**src/rtl/calc_pkg.sv**
```systemverilog
// Shared types and widths for the calculator arbiter slice.
package calc_pkg;

    localparam int unsigned CALC_OPND_W = 32;
    localparam int unsigned CALC_RES_W  = 33;

    typedef enum logic [2:0] {
        NOP = 3'd0,
        ADD = 3'd1,
        SUB = 3'd2,
        MUL = 3'd3,
        DIV = 3'd4
    } calc_op_e;

    typedef enum logic [1:0] {
        StIdle,
        StExec,
        StCapt,
        StResp
    } calc_arb_state_e;

    // Operations the calculator answers with zero instead of real arithmetic.
    function automatic logic calc_op_err(input logic [2:0] op,
                                         input logic [CALC_OPND_W-1:0] b);
        return (op == DIV && b == '0) || op == NOP || op > DIV;
    endfunction

endpackage

```
**src/rtl/rr_arbiter.sv**
```systemverilog
// Combinational round-robin pick: first asserted request at or after rr_ptr, wrapping.
module rr_arbiter #(
    parameter int unsigned NUM_REQ = 4,
    parameter int unsigned ID_W    = $clog2(NUM_REQ)
) (
    input  logic [NUM_REQ-1:0] req,
    input  logic [ID_W-1:0]    rr_ptr,
    output logic [NUM_REQ-1:0] gnt,
    output logic [ID_W-1:0]    gnt_idx,
    output logic               any_valid
);

    always_comb begin
        int unsigned idx;
        gnt       = '0;
        gnt_idx   = '0;
        any_valid = 1'b0;
        idx       = 0;
        for (int unsigned i = 0; i < NUM_REQ; i++) begin
            idx = 32'(rr_ptr) + i;
            if (idx >= NUM_REQ) begin
                idx = idx - NUM_REQ;
            end
            if (!any_valid && req[idx]) begin
                any_valid = 1'b1;
                gnt_idx   = ID_W'(idx);
            end
        end
        if (any_valid) begin
            gnt[gnt_idx] = 1'b1;
        end
    end

endmodule

```
**src/rtl/calc_arbiter.sv**
```systemverilog
// Round-robin sharing of one registered calculator between NUM_REQ requesters.
// Define CALC_ARB_ERR_EN to add the rsp_err output flagging null/div-by-zero operations.
module calc_arbiter
    import calc_pkg::*;
#(
    parameter int unsigned NUM_REQ = 4,
    parameter int unsigned ID_W    = $clog2(NUM_REQ)
) (
    input  logic                                 clk,
    input  logic                                 reset_high,
    input  logic [NUM_REQ-1:0]                   req_valid,
    output logic [NUM_REQ-1:0]                   req_ready,
    input  logic [NUM_REQ-1:0][CALC_OPND_W-1:0]  req_a,
    input  logic [NUM_REQ-1:0][CALC_OPND_W-1:0]  req_b,
    input  logic [NUM_REQ-1:0][2:0]              req_opcode,
    output logic [CALC_OPND_W-1:0]               calc_a,
    output logic [CALC_OPND_W-1:0]               calc_b,
    output logic [2:0]                           calc_opcode,
    input  logic [CALC_RES_W-1:0]                calc_result,
    output logic                                 rsp_valid,
`ifdef CALC_ARB_ERR_EN
    output logic                                 rsp_err,
`endif
    input  logic                                 rsp_ready,
    output logic [ID_W-1:0]                      rsp_id,
    output logic [CALC_RES_W-1:0]                rsp_result
);

    calc_arb_state_e         state_q, state_d;
    logic [ID_W-1:0]         rr_ptr_q, rr_ptr_d;
    logic [CALC_OPND_W-1:0]  calc_a_q, calc_a_d;
    logic [CALC_OPND_W-1:0]  calc_b_q, calc_b_d;
    logic [2:0]              calc_op_q, calc_op_d;
    logic [ID_W-1:0]         rsp_id_q, rsp_id_d;
    logic [CALC_RES_W-1:0]   rsp_result_q, rsp_result_d;
    logic                    rsp_valid_q, rsp_valid_d;
`ifdef CALC_ARB_ERR_EN
    logic                    err_q, err_d;
`endif

    logic [NUM_REQ-1:0]      gnt;
    logic [ID_W-1:0]         gnt_idx;
    logic                    any_valid;

    rr_arbiter #(
        .NUM_REQ (NUM_REQ),
        .ID_W    (ID_W)
    ) u_rr_arbiter (
        .req       (req_valid),
        .rr_ptr    (rr_ptr_q),
        .gnt       (gnt),
        .gnt_idx   (gnt_idx),
        .any_valid (any_valid)
    );

    always_comb begin
        state_d      = state_q;
        rr_ptr_d     = rr_ptr_q;
        calc_a_d     = calc_a_q;
        calc_b_d     = calc_b_q;
        calc_op_d    = calc_op_q;
        rsp_id_d     = rsp_id_q;
        rsp_result_d = rsp_result_q;
        rsp_valid_d  = rsp_valid_q;
        req_ready    = '0;
`ifdef CALC_ARB_ERR_EN
        err_d        = err_q;
`endif
        case (state_q)
            StIdle: begin
                // Never advertise a grant while reset is discarding state.
                if (any_valid && !reset_high) begin
                    req_ready = gnt;
                    calc_a_d  = req_a[gnt_idx];
                    calc_b_d  = req_b[gnt_idx];
                    calc_op_d = req_opcode[gnt_idx];
                    rsp_id_d  = gnt_idx;
                    rr_ptr_d  = (gnt_idx == ID_W'(NUM_REQ - 1)) ? '0 : gnt_idx + ID_W'(1);
`ifdef CALC_ARB_ERR_EN
                    err_d     = calc_op_err(req_opcode[gnt_idx], req_b[gnt_idx]);
`endif
                    state_d   = StExec;
                end
            end
            StExec: begin
                state_d = StCapt;
            end
            StCapt: begin
                rsp_result_d = calc_result;
                rsp_valid_d  = 1'b1;
                calc_op_d    = NOP;
                state_d      = StResp;
            end
            StResp: begin
                if (rsp_ready) begin
                    rsp_valid_d = 1'b0;
                    state_d     = StIdle;
                end
            end
            default: begin
                state_d = StIdle;
            end
        endcase
    end

    always_ff @(posedge clk) begin
        if (reset_high) begin
            state_q      <= StIdle;
            rr_ptr_q     <= '0;
            calc_a_q     <= '0;
            calc_b_q     <= '0;
            calc_op_q    <= '0;
            rsp_id_q     <= '0;
            rsp_result_q <= '0;
            rsp_valid_q  <= 1'b0;
`ifdef CALC_ARB_ERR_EN
            err_q        <= 1'b0;
`endif
        end else begin
            state_q      <= state_d;
            rr_ptr_q     <= rr_ptr_d;
            calc_a_q     <= calc_a_d;
            calc_b_q     <= calc_b_d;
            calc_op_q    <= calc_op_d;
            rsp_id_q     <= rsp_id_d;
            rsp_result_q <= rsp_result_d;
            rsp_valid_q  <= rsp_valid_d;
`ifdef CALC_ARB_ERR_EN
            err_q        <= err_d;
`endif
        end
    end

    assign calc_a      = calc_a_q;
    assign calc_b      = calc_b_q;
    assign calc_opcode = calc_op_q;
    assign rsp_valid   = rsp_valid_q;
    assign rsp_id      = rsp_id_q;
    assign rsp_result  = rsp_result_q;
`ifdef CALC_ARB_ERR_EN
    assign rsp_err     = rsp_valid_q & err_q;
`endif

endmodule
```
**config.mk**
```make
export PLATFORM = sky130hd
export DESIGN_NAME = calc_arbiter
export DESIGN_NICKNAME = d
export VERILOG_FILES = /design/src/rtl/calc_pkg.sv /design/src/rtl/rr_arbiter.sv /design/src/rtl/calc_arbiter.sv
export SDC_FILE = /design/constraint.sdc
export NUM_CORES = 1
export LEC_CHECK = 0
export CAP_MARGIN = 20
export CORE_AREA = 2 2 161 163
export DETAILED_ROUTE_END_ITERATION = 16
export DIE_AREA = 0 0 163 165
export PLACE_DENSITY = 0.64
export SLEW_MARGIN = 20
export SYNTH_ARGS = -nofsm -noshare
export SYNTH_HDL_FRONTEND = slang
export SYNTH_SLANG_ARGS = --single-unit
```
**constraint.sdc**
```tcl
create_clock -name clk -period 2.1 [get_ports clk]
set_input_delay 0.42 -clock clk [delete_from_list [all_inputs] [get_ports clk]]
set_output_delay 0.42 -clock clk [all_outputs]
set_load 0.02 [all_outputs]
```
==> results.json <==
{
  "postPlaceCellArea_um2": 10800,
  "required_ns": 1.68,
  "dp_slack_ns": -0.841,
  "yosys-top-cells-count": "107 x dfxtp_1, 97 x mux2i_1, 73 x nand2_1",
  "timing_hold_violations_final": 0,
  "ctsHoldBuffers": 0,
  "cp_common_cell": "buf_6",
  "startpoint_type": "register",
  "placementRows": 58,
  "fmax_ghz": 0.454,
  "holdWs_ns": 0.474,
  "die_h_um": 165,
  "max_slew_margin_pct": 62.4,
  "area_growth_pct": 85.2,
  "die-area_um2": 26900,
  "dp_hpwl_um": 19500,
  "clkTransAtPathRegs_ns": 0.08,
  "die_w_um": 163,
  "grtUsageTotal_pct": 19.1,
  "crit_arrival_ns": 1.78,
  "synth.avg_cell_area_um2": 8.59,
  "fin_crit_sh_pct": 105,
  "fin_tns_setup_ns": -0.192,
  "yosysWarnings": 0,
  "gr-total-overflow": 0,
  "yosys-top-cells-area": "dfxtp_1 35%, mux2i_1 16%, a21o_1 7.9%",
  "p_leak_nw": 4.40,
  "drc_errors": 0,
  "async_reset_ff_share_pct": 0,
  "path_buf_inv": 2,
  "worstSetupPathType": "reg2out",
  "yosys.area.top_type_share_pct": 35.1,
  "cpPeakStageDelay_ns": 0.35,
  "cts_tree": "done",
  "final.setup_skew_ns": 0.0110,
  "cts_root_buffer": "clkbuf_16",
  "drtPass1Iterations": 4,
  "fillers": 2458,
  "max_slew.worst_pin.slew_ns": 0.565,
  "clk_latency_ns": 0.35,
  "violations": "negative setup slack",
  "synth_most_common_cell": "dfxtp_1",
  "rsz0062_at_grt": "yes",
  "yosysSeqAreaShare_pct": 35.1,
  "routedWlPerCell_um": 18.2,
  "hold_path_class": "reg2reg",
  "via_per_inst": 4.78,
  "crit_family": "simple AND/OR/NAND/NOR gates",
  "maxCapViolCount": 0,
  "first_iter_violations": 345,
  "detail-route-antenna-nets": 0,
  "ys_types": 41,
  "syn_inst": 711,
  "port-buffer-count": 414,
  "setup_ws_ns": -0.104,
  "vias": 7007,
  "fin_crit_ns": 2.20,
  "ys_ff_latch": 107,
  "start_util_pct": 24.4,
  "cp_max_fo": 3,
  "status": "finished with violations",
  "htreeDepth": 3,
  "synth_fp_nets": 1023,
  "end_kind": "primary output",
  "cts_made_buffers": 9,
  "powerDensity_nw_per_um2": 1120,
  "core_um2": 25000,
  "slew_viol_final": 0,
  "peakVddDrop_v": 0.000524,
  "grt_pass1_vias": 7161,
  "cts_sinks": 107,
  "finalSetupViolations": 3,
  "synthFlopType": "dfxtp_1",
  "path_cells": "and2b_2 > buf_6 > a211oi_4 > nor2_2 > ha_4 > and2_4 > buf_6",
  "grt_pass1_wl_um": 39800,
  "routed_wirelength_um": 26700,
  "ctsLongestPathBuffers": 2,
  "syn_area_um2": 6100,
  "drive_above_1_share_pct": 11.0,
  "synth_edf_count": 0,
  "cp_slowest_cell": "dfxtp_2",
  "antenna_found_initial": 2,
  "stdcell_area_um2": 11300,
  "nets": 1441,
  "yosysTopAreaCell": "dfxtp_1",
  "grt_max_degree": 66,
  "io-pin-count": 415,
  "gp_congestion": 0.797
}
## worst min-delay path, delay by kind of cell, from the launching register on
family | cells | cell delay [ns]
AOI/OAI and AO/OA | 1 | 0.06
DFF | 1 | 0.33
and+or+nand+nor | 1 | 0.06
## per-layer routing
layer | part of all wire (%) | routed length [µm] | up-vias | global-route usage [%]
met4 | 2.0 | 524 | 0 | 5.31
met3 | 9.8 | 2610 | 35 | 6.60
met2 | 49 | 13200 | 315 | 34.1
li1 | - | - | 3409 | -
met5 | 0 | 0 | - | 0
met1 | 39 | 10300 | 3248 | 21.5
## per-stage QoR
step	util [%]	cells	power, mW
global route	45.2	1465	13.5
global placement	43.1	1438	10.6
CTS	44.8	1463	12.7
detailed placement	43.1	1438	10.7
floorplan	-	711	7.34
finish	45.2	1465	12.7
## cells in the final DEF, fill, tap and decap left out, drive strengths merged, types with 3 or more instances in the layout
| master | netlist | routed |
|---|---|---|
| a21oi | 7 | 7 |
| ha | 4 | 4 |
| a21o | 64 | 64 |
| dfxtp | 107 | 107 |
| buf | 51 | 63 |
| nand3 | 70 | 70 |
| a21boi | 3 | 3 |
| o21ai | 70 | 70 |
| clkdlybuf4s50 | 0 | 406 |
| clkbuf | 16 | 13 |
| nand2 | 73 | 73 |
| and3 | 4 | 4 |
| nor2 | 46 | 46 |
| mux2i | 97 | 97 |
| a2111o | 3 | 3 |
| nor2b | 4 | 4 |
| o211ai | 70 | 70 |
| nor3 | 3 | 3 |
| inv | 5 | 7 |
## area by class of cell
type,count,area (µm²),share of cell area (%)
timing repair buffer,474,4720,41.7
multi-input combinational,532,3700,32.7
sequential,107,2150,19.0
tap,330,413,3.65
clock buffer,10,239,2.11
clock inverter,6,71.3,0.631
inverter,5,21.3,0.188
antenna,1,2.50,0.0221
## flip-flops by register name, summed over array words and instances, names as in the netlist
name,count
rsp_result,33
calc_a,32
calc_b,32
calc_opcode,3
rr_ptr_q,2
rsp_id,2
state_q,2
rsp_valid,1
## final timing paths
kind | slack, ns | startpoint | cells after the start | endpoint
setup reg to reg | 0.13 | rr_ptr_q[0]$_SDFFE_PP0P_ | 8 | calc_b[21]$_SDFFE_PP0P_
hold / removal | 0.47 | calc_a[18]$_SDFFE_PP0P_ | 2 | calc_a[18]$_SDFFE_PP0P_
hold reg to reg | 0.47 | calc_a[18]$_SDFFE_PP0P_ | 2 | calc_a[18]$_SDFFE_PP0P_
setup / recovery | -0.10 | rr_ptr_q[0]$_SDFFE_PP0P_ | 7 | req_ready[3]
## power breakdown
part	internal [mW]	switching, mW	leakage (nW)
sequential	2.82	0.418	0.879
combinational	3.68	3.93	3.37
clock	0.973	0.851	0.151
## cell families (layout without fill, tap and decap cells)
logic type / after synthesis / count (layout) / share of synthesized area (%)
AO/OA/AOI/OAI: 225 / 225 / 26.4
AND/OR/NAND/NOR: 206 / 206 / 15.6
flip-flops: 107 / 107 / 35.1
multiplexers: 97 / 97 / 15.9
buffers and inverters: 72 / 495 / 6.27
adder cells (fa/ha/maj): 4 / 4 / 0.820
other: 0 / 1 / 0
## timing repair
item	CTS	global route
resized for setup	43	25
endpoints found under the setup margin	71	21
endpoints found under the hold margin	0	0
buffers inserted	9	3
pin swaps	3	9
No activity file was read; power rests on OpenSTA's default activity.
